[src/rtl/mux_scan_ctrl.sv]
// Round-robin select sequencer for a 4:1 mux: dwells on each active channel, samples Y, hands it off.
// Optional MUX_SCAN_PARITY_EN adds out_parity, the XOR-reduction of the captured word.
module mux_scan_ctrl #(
  parameter int WIDTH = 4,
  parameter int DWELL = 4
) (
  input  logic             clk,
  input  logic             rst_n,
  input  logic             en,
  input  logic [3:0]       req,
  output logic             S1,
  output logic             S0,
  input  logic [WIDTH-1:0] Y,
  output logic [WIDTH-1:0] out_data,
  output logic [1:0]       out_chan,
  output logic             out_valid,
  input  logic             out_ready,
`ifdef MUX_SCAN_PARITY_EN
  output logic             out_parity,
`endif
  output logic             busy
);

  typedef enum logic [1:0] {IDLE, SELECT, HOLD} state_t;

  localparam logic [7:0] CNT_LOAD = 8'(DWELL - 1);

  state_t           state_q, state_d;
  logic [1:0]       sel_q, sel_d;
  logic [1:0]       ptr_q, ptr_d;
  logic [7:0]       cnt_q, cnt_d;
  logic [WIDTH-1:0] data_q, data_d;
  logic [1:0]       chan_q, chan_d;
  logic             valid_q, valid_d;
  logic             busy_q;
`ifdef MUX_SCAN_PARITY_EN
  logic             par_q, par_d;
`endif

  // First requesting channel strictly after ptr; ptr itself has lowest priority.
  function automatic logic [1:0] next_chan(input logic [1:0] ptr, input logic [3:0] r);
    logic [1:0] c;
    next_chan = ptr;
    for (int i = 4; i >= 1; i--) begin
      c = ptr + 2'(i);
      if (r[c]) next_chan = c;
    end
  endfunction

  always_comb begin
    state_d = state_q;
    sel_d   = sel_q;
    ptr_d   = ptr_q;
    cnt_d   = cnt_q;
    data_d  = data_q;
    chan_d  = chan_q;
    valid_d = valid_q;
`ifdef MUX_SCAN_PARITY_EN
    par_d   = par_q;
`endif
    case (state_q)
      IDLE: begin
        if (en && (req != 4'b0000)) begin
          sel_d   = next_chan(ptr_q, req);
          cnt_d   = CNT_LOAD;
          state_d = SELECT;
        end
      end
      SELECT: begin
        if (cnt_q == 8'd0) begin
          data_d  = Y;
          chan_d  = sel_q;
          valid_d = 1'b1;
`ifdef MUX_SCAN_PARITY_EN
          par_d   = ^Y;
`endif
          state_d = HOLD;
        end else begin
          cnt_d = cnt_q - 8'd1;
        end
      end
      HOLD: begin
        if (out_ready) begin
          valid_d = 1'b0;
          ptr_d   = chan_q;
          if (en && (req != 4'b0000)) begin
            sel_d   = next_chan(chan_q, req);
            cnt_d   = CNT_LOAD;
            state_d = SELECT;
          end else begin
            state_d = IDLE;
          end
        end
      end
      default: state_d = IDLE;
    endcase
  end

  always_ff @(posedge clk or negedge rst_n) begin
    if (!rst_n) begin
      state_q <= IDLE;
      sel_q   <= 2'd0;
      ptr_q   <= 2'd3;
      cnt_q   <= 8'd0;
      data_q  <= '0;
      chan_q  <= 2'd0;
      valid_q <= 1'b0;
      busy_q  <= 1'b0;
`ifdef MUX_SCAN_PARITY_EN
      par_q   <= 1'b0;
`endif
    end else begin
      state_q <= state_d;
      sel_q   <= sel_d;
      ptr_q   <= ptr_d;
      cnt_q   <= cnt_d;
      data_q  <= data_d;
      chan_q  <= chan_d;
      valid_q <= valid_d;
      busy_q  <= (state_d != IDLE);
`ifdef MUX_SCAN_PARITY_EN
      par_q   <= par_d;
`endif
    end
  end

  assign S1        = sel_q[1];
  assign S0        = sel_q[0];
  assign out_data  = data_q;
  assign out_chan  = chan_q;
  assign out_valid = valid_q;
  assign busy      = busy_q;
`ifdef MUX_SCAN_PARITY_EN
  assign out_parity = par_q;
`endif

endmodule

[config.mk]
export PLATFORM = sky130hd
export DESIGN_NAME = mux_scan_ctrl
export DESIGN_NICKNAME = d
export VERILOG_FILES = /design/src/rtl/mux_scan_ctrl.sv
export SDC_FILE = /design/constraint.sdc
export NUM_CORES = 1
export LEC_CHECK = 0
export BUFFER_PORTS_ARGS = -buffer_cell sky130_fd_sc_hd__buf_2
export CORE_MARGIN = 3
export CORE_UTILIZATION = 32
export CTS_CLUSTER_SIZE = 14
export DETAILED_ROUTE_END_ITERATION = 12
export HOLD_SLACK_MARGIN = 0.1
export SLEW_MARGIN = 20
export SYNTH_ARGS = -nofsm -noshare
export SYNTH_HDL_FRONTEND = slang
export SYNTH_SLANG_ARGS = --single-unit
export TNS_END_PERCENT = 100
[constraint.sdc]
create_clock -name clk -period 2 [get_ports clk]
set_clock_uncertainty 0.05 [all_clocks]
set_input_delay 0.2 -clock clk [delete_from_list [all_inputs] [get_ports clk]]
set_output_delay 0.2 -clock clk [all_outputs]
set_load 0.01 [all_outputs]
==> results of run 1 <==
-- metal layers --
| layer | vias to the layer above | global-route usage (%) | wire, µm |
|---|---|---|---|
| li1 | 453 | - | - |
| met1 | 428 | 16.9 | 1120 |
| met2 | 19 | 20.2 | 1160 |
| met3 | 5 | 3.04 | 115 |
| met4 | 0 | 5.33 | 45 |
| met5 | - | 0 | 0 |
-- sequential cells by signal (all words and copies together) (netlist names) --
name       flops
state_q        2
cnt_q          8
ptr_q          2
sel_q          2
out_data       4
busy           1
out_valid      1
out_chan       2
-- path summary, 6_finish.rpt --
path / slack, ns / start / end
worst max-delay path: 0.13 / cnt_q[3] / out_chan[0]
worst max register to register: 0.13 / cnt_q[3] / out_chan[0]
min in group asynchronous: 0.38 / rst_n / cnt_q[7]
worst min-delay path: 0.11 / Y[2] / out_data[2]
max in group asynchronous: 1.16 / rst_n / ptr_q[1]
worst min register to register: 0.44 / out_valid / out_valid
-- kinds of logic after synthesis --
family,after synthesis
simple gates,34
compound gates,30
flops,22
buf+inv,9
mux,9
xor+xnor,5
fa+ha+maj,2
-- what timing repair did --
action,4_1_cts,5_1_grt
endpoints found under the hold margin,20,0
setup endpoints to repair,0,4
hold buffers,1,0
buffers inserted,0,2
-- worst max-delay path: stages (launching register included) --
cell                      delay, ns
sky130_fd_sc_hd__dfrtp_1       0.46
sky130_fd_sc_hd__nor4_4        0.40
sky130_fd_sc_hd__nand3_2       0.16
sky130_fd_sc_hd__nor3_4        0.17
sky130_fd_sc_hd__buf_4         0.17
sky130_fd_sc_hd__mux2_2        0.34
-- per-stage QoR --
step / setup slack (ns) / power, W / util [%] / instance area [µm²]
final: 0.133 / 0.00213 / 41.4 / 1430
after global routing: 0.00815 / 0.00231 / 41.4 / 1430
after CTS: 0.0933 / 0.00215 / 41.0 / 1410
after detailed placement: 0.0983 / 0.00173 / 38.6 / 1330
after global placement: 0.155 / 0.00168 / 38.6 / 1330
after floorplan: 0.267 / 0.00145 / - / 1170
-- report_power, final --
group          leakage (nW)  total [W]  internal, W  switching, W
sequential            0.264   0.000859     0.000651      0.000207
combinational         0.314   0.000860     0.000414      0.000446
clock                0.0357   0.000409     0.000267      0.000142
-- synth_stat cells (2+ instances only) --
cell                        n  area [µm²]
sky130_fd_sc_hd__a21o_1     2        15.0
sky130_fd_sc_hd__a21oi_1    7        35.0
sky130_fd_sc_hd__a31oi_1    3        18.8
sky130_fd_sc_hd__clkbuf_1   2        7.51
sky130_fd_sc_hd__dfrtp_1   20         500
sky130_fd_sc_hd__dfstp_2    2        52.6
sky130_fd_sc_hd__ha_1       2        25.0
sky130_fd_sc_hd__inv_1      6        22.5
sky130_fd_sc_hd__mux2_2     9         101
sky130_fd_sc_hd__nand2_1    7        26.3
sky130_fd_sc_hd__nand2b_1   5        31.3
sky130_fd_sc_hd__nand3_1    3        15.0
sky130_fd_sc_hd__nand3_2    2        20.0
sky130_fd_sc_hd__nor2_1     7        26.3
sky130_fd_sc_hd__nor2b_1    2        12.5
sky130_fd_sc_hd__nor4_1     2        12.5
sky130_fd_sc_hd__o211ai_1   2        15.0
sky130_fd_sc_hd__o21ai_0    8        40.0
sky130_fd_sc_hd__o21bai_1   2        15.0
sky130_fd_sc_hd__o221ai_1   2        17.5
sky130_fd_sc_hd__xor2_1     4        35.0
-- layout make-up --
class	count	area [µm²]	share of cell area (%)
multi-input cells	80	583	40.9
flip-flops and latches	22	553	38.8
repair buffers	25	138	9.66
well taps	46	57.6	4.04
clock buffers	3	41.3	2.90
clock inverters	1	30.0	2.11
inverters	6	22.5	1.58
==> run summary, run 1 <==
FLOORPLAN
------------------------------------------------------------------------------------------------------
Site Rows ...............................................................................           21
Die outline area ........................................................................     4420 µm²
Top Ports ...............................................................................           22
Width of the chip .......................................................................      66.5 µm
Vertical die dimension ..................................................................      66.5 µm
Core area ...............................................................................     3440 µm²
Initial Utilization .....................................................................        34.0%

CLOCKING
------------------------------------------------------------------------------------------------------
CTS buffer count ........................................................................            3
Worst-Skew Late Latency .................................................................      0.26 ns
Buffer type at the clock tree root ...................................................... sky130_fd_sc_hd__clkbuf_8
Quantity of gates resized following cts .................................................            0
Sink count of the clock tree ............................................................           22
CTS tree ................................................................................         done
Clock transition at the register clock pins on the worst setup and hold paths after CTS .      0.08 ns
Number of H-tree branching levels .......................................................            1
Maximum root-to-sink buffer count .......................................................            2

POWER AND IR DROP
------------------------------------------------------------------------------------------------------
Leakage power ...........................................................................     0.614 nW
Worst voltage drop across the vdd grid ..................................................     0.704 mV
Pwr dens ................................................................................  1490 nW/µm²

STA
------------------------------------------------------------------------------------------------------
Slew at the pin with the worst max-slew slack ...........................................     0.489 ns
Relative slew slack .....................................................................        67.4%
Setup violation total in the final timing report ........................................            0
Max Clock Freq ..........................................................................      536 MHz
RSZ-0062 raised after global routing ....................................................           no
Crit share post-route ...................................................................        93.3%
Final Max Tran Viols ....................................................................            0
Minimum period implied by the final worst setup slack ...................................      1.87 ns
Setup Total Neg Slack ...................................................................         0 ns
Worst hold slack ........................................................................     0.114 ns
Number of hold violations in the final report ...........................................            0

SYNTHESIS
------------------------------------------------------------------------------------------------------
Synth Register Bits .....................................................................           22
Number of nets produced by synthesis ....................................................          125
Post-synth EDFFs ........................................................................            0
Proportion of synthesized chip area in sequential cells .................................        47.2%
Average cell area after synthesis .......................................................     10.6 µm²
Number of standard cells after synthesis ................................................          111
Prevailing post-synth register cell ..................................................... sky130_fd_sc_hd__dfrtp_1
Async S/R FF share, synth ...............................................................         100%
Number of synthesis warnings ............................................................            0
Cell area after technology mapping ......................................................     1170 µm²
Compound-Gate Fraction of Synth Area ....................................................        17.5%
Synth Area in Simple Gates ..............................................................        17.7%
Multiplexer fraction of the synthesized cell area .......................................        8.65%
Number of library cell types mapped by synthesis ........................................           33
Xor and xnor fraction of the mapped netlist area ........................................        3.74%
Largest family of logic cells by synthesized area ....................................... simple AND/OR/NAND/NOR gates
Adder and majority cell fraction of the synthesized area ................................        2.14%

MIN PATH
------------------------------------------------------------------------------------------------------
Hold path cells .........................................................................            2
Class of the most critical hold timing path ............................................. input pin to flop

PLACED DESIGN
------------------------------------------------------------------------------------------------------
Estimated wirelength of the detail-placed design ........................................      1.85 mm
Total of buffers placed on input and output ports .......................................           21
Instance count after placement with tap cells included ..................................          176
Gpl congestion ..........................................................................        0.832

WORST SETUP PATH
------------------------------------------------------------------------------------------------------
Max Fanout on Critical Path .............................................................            7
Path depth of the worst reg2reg path ....................................................            5
CP Capture Type .........................................................................         flop
Required arrival time at the worst endpoint .............................................      2.10 ns
CP Launch Type ..........................................................................         flop
Arr. time, crit path ....................................................................      1.97 ns
Worst setup path category ............................................................... flop to flop

LAYOUT
------------------------------------------------------------------------------------------------------
Leading cell type in the layout, fill and taps excluded ................................. sky130_fd_sc_hd__buf_2
Final instance count without filler cells ...............................................          183
Fin nets ................................................................................          152
Area growth from synthesis to layout ....................................................        21.7%
Antenna diodes ..........................................................................            0
Share of cells above drive strength 1 ...................................................        32.1%
Highest-count cells in the layout ignoring fill and taps ................................ 21 x sky130_fd_sc_hd__buf_2, 20 x sky130_fd_sc_hd__dfrtp_1, 9 x sky130_fd_sc_hd__mux2_2, 8 x sky130_fd_sc_hd__o21ai_0
Fillcell total ..........................................................................          340

GLOBAL ROUTE
------------------------------------------------------------------------------------------------------
Pin count of the biggest net entering global routing ....................................           23
Initial antenna violation count .........................................................            0
First-pass GRT wire length ..............................................................      4.36 mm
Overflow left after global routing ......................................................            0
Global router's overall resource usage ..................................................        12.9%
Vias in the first global route ..........................................................          955

ROUTE
------------------------------------------------------------------------------------------------------
Iteration-0 DRC count of the detailed router ............................................           29
Detailed-route vias per instance ........................................................         4.95
Via count ...............................................................................          905
Average routed wire per standard cell ...................................................      13.3 µm
Total Routed Length .....................................................................      2.44 mm
Remaining number of nets flagged by the antenna check after routing .....................            0
Post-route DRC ..........................................................................            0
Detailed Routing Iterations Pass 1 ......................................................            4

RUN
------------------------------------------------------------------------------------------------------
Maximum capacitance violations ..........................................................            0

OUTCOME
------------------------------------------------------------------------------------------------------
Status .................................................................................. finished clean

(Power assumes the default switching activity.)
==> run 2, diff against run 1 <==
--- a/config.mk
+++ b/config.mk
@@ -5,12 +5,15 @@
 export SDC_FILE = /design/constraint.sdc
 export NUM_CORES = 1
 export LEC_CHECK = 0
+export ABC_AREA = 1
 export BUFFER_PORTS_ARGS = -buffer_cell sky130_fd_sc_hd__buf_2
 export CORE_MARGIN = 3
-export CORE_UTILIZATION = 32
+export CORE_UTILIZATION = 45
+export CTS_CLUSTER_DIAMETER = 30
 export CTS_CLUSTER_SIZE = 14
 export DETAILED_ROUTE_END_ITERATION = 12
 export HOLD_SLACK_MARGIN = 0.1
+export PLACE_DENSITY = 0.66
 export SLEW_MARGIN = 20
 export SYNTH_ARGS = -nofsm -noshare
 export SYNTH_HDL_FRONTEND = slang
==> run 2 against run 1 <==
Cell count grew 31%. Sequential cell count is the same. Setup slack gained 0.18 ns. Largest cell class unchanged. Largest power group unchanged.
==> run summary, run 2 <==
LAYOUT
------------------------------------------------------------------------------------------------------
Fillcell total ..........................................................................          259   -24%
Area used by multi-input combinational logic ............................................      699 µm²   +20%
Highest-count cells in the layout ignoring fill and taps ................................ 57 x sky130_fd_sc_hd__nand2_1, 23 x sky130_fd_sc_hd__inv_1, 21 x sky130_fd_sc_hd__buf_2, 20 x sky130_fd_sc_hd__nand3_1, 20 x sky130_fd_sc_hd__dfrtp_1
Antenna diodes ..........................................................................            0   unchanged
Final instance count without filler cells ...............................................          239   +31%
Fin nets ................................................................................          223   +47%
Number of flip-flops under the largest register name ....................................            8   unchanged
Area growth from synthesis to layout ....................................................        16.2%
Leading cell type in the layout, fill and taps excluded ................................. sky130_fd_sc_hd__nand2_1
Share of cells above drive strength 1 ...................................................        20.2%   -12 points
Largest Register ........................................................................        cnt_q
Footprint of the flip-flops and latches .................................................      553 µm²   unchanged
Final non-filler cell area ..............................................................     1600 µm²   +12%

ROUTE
------------------------------------------------------------------------------------------------------
Total Routed Length .....................................................................      3.00 mm   +23%
Iteration-0 DRC count of the detailed router ............................................          149   +410%
Via count ...............................................................................         1274   +41%
Remaining number of nets flagged by the antenna check after routing .....................            0   unchanged
Average routed wire per standard cell ...................................................      12.5 µm   -5.8%
Detailed Routing Iterations Pass 1 ......................................................            4   unchanged
Detailed-route vias per instance ........................................................         5.33   +7.8%
Post-route DRC ..........................................................................            0   unchanged

SYNTHESIS
------------------------------------------------------------------------------------------------------
Number of library cell types mapped by synthesis ........................................           30   -9.1%
Async S/R FF share, synth ...............................................................         100%   unchanged
Synth area leader ....................................................................... sky130_fd_sc_hd__dfrtp_1
Proportion of synthesized chip area in sequential cells .................................        40.3%   -6.9 points
Number of standard cells after synthesis ................................................          181   +63%
Average cell area after synthesis .......................................................     7.58 µm²   -28%
Post-synth EDFFs ........................................................................            0   unchanged
Prevailing post-synth register cell ..................................................... sky130_fd_sc_hd__dfrtp_1
Synth Register Bits .....................................................................           22   unchanged
Number of nets produced by synthesis ....................................................          195   +56%
Top-area cell type share of the netlist area ............................................        36.5%   -6.3 points
Cell with the most instances after synthesis ............................................ sky130_fd_sc_hd__nand2_1
Cell area after technology mapping ......................................................     1370 µm²   +17%
Number of synthesis warnings ............................................................            0   unchanged
Biggest area contributors in the synthesized netlist .................................... sky130_fd_sc_hd__dfrtp_1 36%, sky130_fd_sc_hd__nand2_1 16%, sky130_fd_sc_hd__nand3_1 7.3%
Most frequent cells after synthesis ..................................................... 57 x sky130_fd_sc_hd__nand2_1, 23 x sky130_fd_sc_hd__inv_1, 20 x sky130_fd_sc_hd__dfrtp_1, 20 x sky130_fd_sc_hd__nand3_1

POWER AND IR DROP
------------------------------------------------------------------------------------------------------
Pwr dens ................................................................................  1660 nW/µm²   +11%
Worst voltage drop across the vdd grid ..................................................     0.922 mV   +31%
Leakage power ...........................................................................     0.831 nW   +35%

STA
------------------------------------------------------------------------------------------------------
Worst hold slack ........................................................................     0.186 ns   +0.0720 ns
Slew at the pin with the worst max-slew slack ...........................................     0.479 ns   -0.00962 ns
Setup violation total in the final timing report ........................................            0   unchanged
RSZ-0062 raised after global routing ....................................................           no
Setup Total Neg Slack ...................................................................         0 ns   unchanged
Number of hold violations in the final report ...........................................            0   unchanged
Final Max Tran Viols ....................................................................            0   unchanged
Max Clock Freq ..........................................................................      594 MHz   +11%
Relative slew slack .....................................................................        68.1%   +0.64 points
Minimum period implied by the final worst setup slack ...................................      1.68 ns   -0.183 ns
Worst Slack Setup Final .................................................................     0.317 ns   +0.183 ns
Crit share post-route ...................................................................        84.2%   -9.2 points

PLACED DESIGN
------------------------------------------------------------------------------------------------------
Gpl congestion ..........................................................................        0.852   +2.4%
Placed Area .............................................................................     1490 µm²   +12%
Instance count after placement with tap cells included ..................................          230   +31%
Pre-CTS setup slack .....................................................................     0.315 ns   +0.216 ns
Estimated wirelength of the detail-placed design ........................................      2.33 mm   +26%
Total of buffers placed on input and output ports .......................................           21   unchanged

FLOORPLAN
------------------------------------------------------------------------------------------------------
Die outline area ........................................................................     3750 µm²   -15%
Initial Utilization .....................................................................        48.5%   +14 points
Width of the chip .......................................................................      61.2 µm   -7.9%
Site Rows ...............................................................................           19   -9.5%
Top Ports ...............................................................................           22   unchanged
Core area ...............................................................................     2830 µm²   -18%
Vertical die dimension ..................................................................      61.2 µm   -7.9%

CLOCKING
------------------------------------------------------------------------------------------------------
Worst-Skew Late Latency .................................................................      0.30 ns   +0.04 ns
CTS tree ................................................................................         done
Buffer type at the clock tree root ...................................................... sky130_fd_sc_hd__clkbuf_4
Sink count of the clock tree ............................................................           22   unchanged
Number of H-tree branching levels .......................................................            1   unchanged
CTS buffer count ........................................................................            3   unchanged
# Post-CTS Setup Buffers ................................................................            0   unchanged
Maximum root-to-sink buffer count .......................................................            2   unchanged
Clock transition at the register clock pins on the worst setup and hold paths after CTS .      0.12 ns   +0.04 ns

WORST SETUP PATH
------------------------------------------------------------------------------------------------------
Slowest Stage Delay on Critical Path ....................................................      0.41 ns   -0.05 ns
CP Launch Type ..........................................................................         flop
Cell with the biggest individual delay on the critical path ............................. sky130_fd_sc_hd__dfrtp_1
Max Fanout on Critical Path .............................................................           11   +4
Arr. time, crit path ....................................................................      1.84 ns   -0.13 ns
CP Capture Type .........................................................................         flop
Worst setup path category ............................................................... flop to flop
Series of cell instances along the critical path ........................................ inv_1 -> ha_1 -> nand2_1 -> nor3_4 -> nand2_2 -> mux2_4
Required arrival time at the worst endpoint .............................................      2.15 ns   +0.05 ns

OUTCOME
------------------------------------------------------------------------------------------------------
Status .................................................................................. finished clean

RUN
------------------------------------------------------------------------------------------------------
Maximum capacitance violations ..........................................................            0   unchanged

GLOBAL ROUTE
------------------------------------------------------------------------------------------------------
Initial antenna violation count .........................................................            0   unchanged
Global router's overall resource usage ..................................................        18.6%   +5.7 points
First-pass GRT wire length ..............................................................      5.28 mm   +21%
Vias in the first global route ..........................................................         1268   +33%
Pin count of the biggest net entering global routing ....................................           23   unchanged
Overflow left after global routing ......................................................            0   unchanged

MIN PATH
------------------------------------------------------------------------------------------------------
Class of the most critical hold timing path ............................................. input pin to flop

run 2: changes by cell type in the layout (fill, tap and decap cells not counted), moves of 4 or more:
cell                            delta
sky130_fd_sc_hd__dlygate4sd3_1     +4
sky130_fd_sc_hd__o21ai_1           +4
sky130_fd_sc_hd__mux2_2            -8
sky130_fd_sc_hd__nand2_1          +50
sky130_fd_sc_hd__nand3_1          +17
sky130_fd_sc_hd__nand2b_1          -5
sky130_fd_sc_hd__inv_1            +17
run 2: cell type report:
type                            instances  share of cell area [%]
Clock buffer                            3                    1.41
Clock inverter                          1                    1.88
Sequential cell                        22                    34.7
Timing Repair Buffer                   26                    9.73
Multi-Input combinational cell        131                    43.8
Tap cell                               31                    2.43
Inverter                               25                    6.04
run 2: report_power, final:
group	switching, W	total, W	internal [W]
combinational	0.000885	0.00145	0.000569
sequential	0.000200	0.000862	0.000662
clock	0.000132	0.000335	0.000202
run 2: critical path: cells and delay by family, from the launching register on:
family / cells / cell delay, ns
DFF: 1 / 0.41
muxes: 1 / 0.34
and+or+nand+nor: 3 / 0.48
buffers and inverters: 1 / 0.14
adders and majority gates: 1 / 0.16
run 2: path summary, 6_finish.rpt:
kind	from	slack, ns	to	depth (start not counted)
setup reg to reg	cnt_q[0]	0.32	out_data[2]	6
hold reg to reg	cnt_q[0]	0.43	cnt_q[0]	1
min in group asynchronous	rst_n	0.32	out_data[1]	2
setup / recovery	cnt_q[0]	0.32	out_data[2]	6
max in group asynchronous	rst_n	1.22	ptr_q[1]	2
hold / removal	out_ready	0.19	state_q[1]	4
run 2: logic make-up after synthesis:
group                      share of synthesized area [%]
and+or+nand+nor                                     34.3
buffers and inverters                               8.75
DFF                                                 40.3
AOI/OAI and AO/OA                                   8.20
xor gates and xnor gates                            2.55
muxes                                               4.10
adders and majority gates                           1.82
run 2: per-stage QoR:
step / power [W] / utilization [%]
2_1_floorplan: 0.00197 / -
3_3_place_gp: 0.00225 / 52.8
3_5_place_dp: 0.00232 / 52.8
4_1_cts: 0.00266 / 56.4
5_1_grt: 0.00293 / 56.4
6_report: 0.00265 / 56.4
run 2: timing repair:
action,CTS,global route
gates resized for setup,0,0
hold buffers,5,0
hold endpoints to repair,24,0
run 2: metal layers:
metal | wire [µm] | share of wire (%) | GRT usage [%] | up-vias
met2 | 1620 | 54 | 34.1 | 27
li1 | - | - | - | 634
met3 | 98 | 3.3 | 1.26 | 2
met5 | 0 | 0 | 0 | -
met4 | 16 | 0.53 | 6.19 | 0
met1 | 1260 | 42 | 22.9 | 611
==> run 3, diff against run 2 <==
==> constraint.sdc (replaced) <==
create_clock -name clk -period 1.6 [get_ports clk]
set_clock_uncertainty 0.05 [all_clocks]
set_input_delay 0.16 -clock clk [delete_from_list [all_inputs] [get_ports clk]]
set_output_delay 0.16 -clock clk [all_outputs]
set_load 0.01 [all_outputs]
==> run 3 against run 2 <==
The flow now finishes with violations (setup timing). Clock power grew 27%. Sequential share of layout area decreased by 3.4 points. Worst hold slack lost 0.0091 ns. Critical endpoint unchanged. Largest cell class unchanged. Highest routed layer unchanged.
==> run summary, run 3 (synthesis gave the netlist of run 2 again) <==
GLOBAL ROUTE
------------------------------------------------------------------------------------------------------
First-pass GRT wire length ..............................................................      5.00 mm   -5.4%
Global router's overall resource usage ..................................................        17.6%   -0.98 points
Overflow left after global routing ......................................................            0   unchanged
Pin count of the biggest net entering global routing ....................................           23   unchanged
Initial antenna violation count .........................................................            0   unchanged
Vias in the first global route ..........................................................         1258   -0.79%

ROUTE
------------------------------------------------------------------------------------------------------
Via count ...............................................................................         1285   +0.86%
Post-route DRC ..........................................................................            0   unchanged
Detailed-route vias per instance ........................................................         5.06   -5.1%
Total Routed Length .....................................................................      3.08 mm   +2.8%
Iteration-0 DRC count of the detailed router ............................................           71   -52%
Remaining number of nets flagged by the antenna check after routing .....................            0   unchanged
Detailed Routing Iterations Pass 1 ......................................................            4   unchanged
Average routed wire per standard cell ...................................................      12.1 µm   -3.3%

POWER AND IR DROP
------------------------------------------------------------------------------------------------------
Worst voltage drop across the vdd grid ..................................................      1.20 mV   +30%
Pwr dens ................................................................................  2090 nW/µm²   +26%
Sum of internal, switching and leakage power ............................................    0.00371 W   +40%
Leakage power ...........................................................................     0.915 nW   +10%
Sequential share of power ...............................................................        28.9%   -3.6 points
Net switching share of the total power ..................................................        44.6%   -1.4 points
Net switching component of the power ....................................................    0.00165 W   +36%
Clock power share .......................................................................        11.5%   -1.1 points
Internal power ..........................................................................    0.00206 W   +44%
Gate power share ........................................................................        59.5%   +4.7 points

LAYOUT
------------------------------------------------------------------------------------------------------
Final instance count without filler cells ...............................................          254   +6.3%
Largest Register ........................................................................        cnt_q
Leading cell type in the layout, fill and taps excluded ................................. sky130_fd_sc_hd__nand2_1
Highest-count cells in the layout ignoring fill and taps ................................ 57 x sky130_fd_sc_hd__nand2_1, 22 x sky130_fd_sc_hd__inv_1, 21 x sky130_fd_sc_hd__buf_2, 20 x sky130_fd_sc_hd__nand3_1, 18 x sky130_fd_sc_hd__dfrtp_1
Number of flip-flops under the largest register name ....................................            8   unchanged
Antenna diodes ..........................................................................            0   unchanged
Fin nets ................................................................................          238   +6.7%
Area growth from synthesis to layout ....................................................        29.4%
Share of cells above drive strength 1 ...................................................        30.0%   +9.9 points

PLACED DESIGN
------------------------------------------------------------------------------------------------------
Instance count after placement with tap cells included ..................................          236   +2.6%
Gpl congestion ..........................................................................        0.915   +7.4%
Pre-CTS setup slack .....................................................................   -0.0206 ns   -0.335 ns
Estimated wirelength of the detail-placed design ........................................      2.23 mm   -4.2%
Total of buffers placed on input and output ports .......................................           21   unchanged

CLOCKING
------------------------------------------------------------------------------------------------------
Maximum root-to-sink buffer count .......................................................            2   unchanged
Sink count of the clock tree ............................................................           22   unchanged
Buffer type at the clock tree root ...................................................... sky130_fd_sc_hd__clkbuf_4
Worst-Skew Late Latency .................................................................      0.31 ns   about the same
Number of H-tree branching levels .......................................................            1   unchanged
CTS tree ................................................................................         done
Clock transition at the register clock pins on the worst setup and hold paths after CTS .      0.13 ns   about the same
CTS buffer count ........................................................................            3   unchanged

STA
------------------------------------------------------------------------------------------------------
Worst hold slack ........................................................................     0.176 ns   -0.00909 ns
Number of hold violations in the final report ...........................................            0   unchanged
Setup violation total in the final timing report ........................................            3   +3
Crit share post-route ...................................................................         101%   +16 points
Worst Slack Setup Final .................................................................  -0.00904 ns   -0.326 ns
RSZ-0062 raised after global routing ....................................................          yes
Minimum period implied by the final worst setup slack ...................................      1.61 ns   -0.0744 ns
Final Max Tran Viols ....................................................................            0   unchanged
Relative slew slack .....................................................................        67.2%   -0.89 points
Slew at the pin with the worst max-slew slack ...........................................     0.492 ns   +0.0134 ns
Max Clock Freq ..........................................................................      621 MHz   +4.6%

OUTCOME
------------------------------------------------------------------------------------------------------
Failing checks .......................................................................... setup timing
Status .................................................................................. finished, violations left

FLOORPLAN
------------------------------------------------------------------------------------------------------
Vertical die dimension ..................................................................      61.2 µm   unchanged
Die outline area ........................................................................     3750 µm²   unchanged
Site Rows ...............................................................................           19   unchanged
Width of the chip .......................................................................      61.2 µm   unchanged
Initial Utilization .....................................................................        48.5%   unchanged
Top Ports ...............................................................................           22   unchanged
Core area ...............................................................................     2830 µm²   unchanged

WORST SETUP PATH
------------------------------------------------------------------------------------------------------
Arr. time, crit path ....................................................................      1.77 ns   -0.07 ns
Worst setup path category ............................................................... flop to flop
CP Launch Type ..........................................................................         flop
Slowest Stage Delay on Critical Path ....................................................      0.46 ns   +0.05 ns
Required arrival time at the worst endpoint .............................................      1.76 ns   -0.39 ns
Cell with the biggest individual delay on the critical path ............................. sky130_fd_sc_hd__dfrtp_2
CP Capture Type .........................................................................         flop
Series of cell instances along the critical path ........................................ nor2_4 -> nand3_2 -> nor3_4 -> buf_6 -> nand2_8 -> mux2_4
Max Fanout on Critical Path .............................................................            5   -6

MIN PATH
------------------------------------------------------------------------------------------------------
Class of the most critical hold timing path ............................................. input pin to flop

RUN
------------------------------------------------------------------------------------------------------
Maximum capacitance violations ..........................................................            0   unchanged

run 3: critical path, delay by kind of cell, from the launching register on:
family	cells	cell delay (ns)
flops	1	0.46
simple gates	4	0.54
mux	1	0.30
buf+inv	1	0.15
run 3: metrics by stage:
step	utilization [%]	cell area, µm²	TNS (ns)
5_1_grt	62.8	1780	-0.463
6_report	62.8	1780	-0.0186
4_1_cts	58.8	1660	0
3_5_place_dp	54.4	1540	-0.0206
2_1_floorplan	-	1370	0
3_3_place_gp	54.4	1540	0
run 3: worst paths after layout:
kind	from	endpoint	slack [ns]	cells past startpoint
max in group asynchronous	rst_n	cnt_q[2]	0.86	2
min in group asynchronous	rst_n	out_data[2]	0.28	2
worst max register to register	cnt_q[2]	out_data[2]	-0.009	6
worst min register to register	out_data[3]	out_data[3]	0.48	1
worst min-delay path	out_ready	out_valid	0.18	4
worst max-delay path	cnt_q[2]	out_data[2]	-0.009	6
run 3: cell type report:
cell class              count  area, µm²
repair buffers             41        279
multi-input cells         131        753
flip-flops and latches     22        556
clock inverters             1       30.0
well taps                  31       38.8
clock buffers               3       22.5
inverters                  25       96.3
fillers                   238       1050
run 3: per-layer routing:
layer | share of wire [%] | up-vias | track usage [%]
met5 | 0 | - | 0
met4 | 1.0 | 0 | 7.43
met1 | 43 | 584 | 20.8
met2 | 53 | 33 | 32.0
met3 | 3.7 | 4 | 1.89
li1 | - | 664 | -
run 3: power groups by stage:
stage,clock network [W],logic [W],registers [W]
2_1_floorplan,0,0.00141,0.00105
3_3_place_gp,0,0.00181,0.00107
3_5_place_dp,0,0.00186,0.00108
4_1_cts,0.000437,0.00196,0.00106
5_1_grt,0.000452,0.00248,0.00112
6_report,0.000427,0.00221,0.00107
run 3: what timing repair did:
item | 4_1_cts | 5_1_grt
setup endpoints to repair | 1 | 10
hold endpoints to repair | 26 | 0
hold buffers | 5 | 0
resized for setup | 0 | 19
setup buffers | 3 | 6
pin swaps | 2 | 4
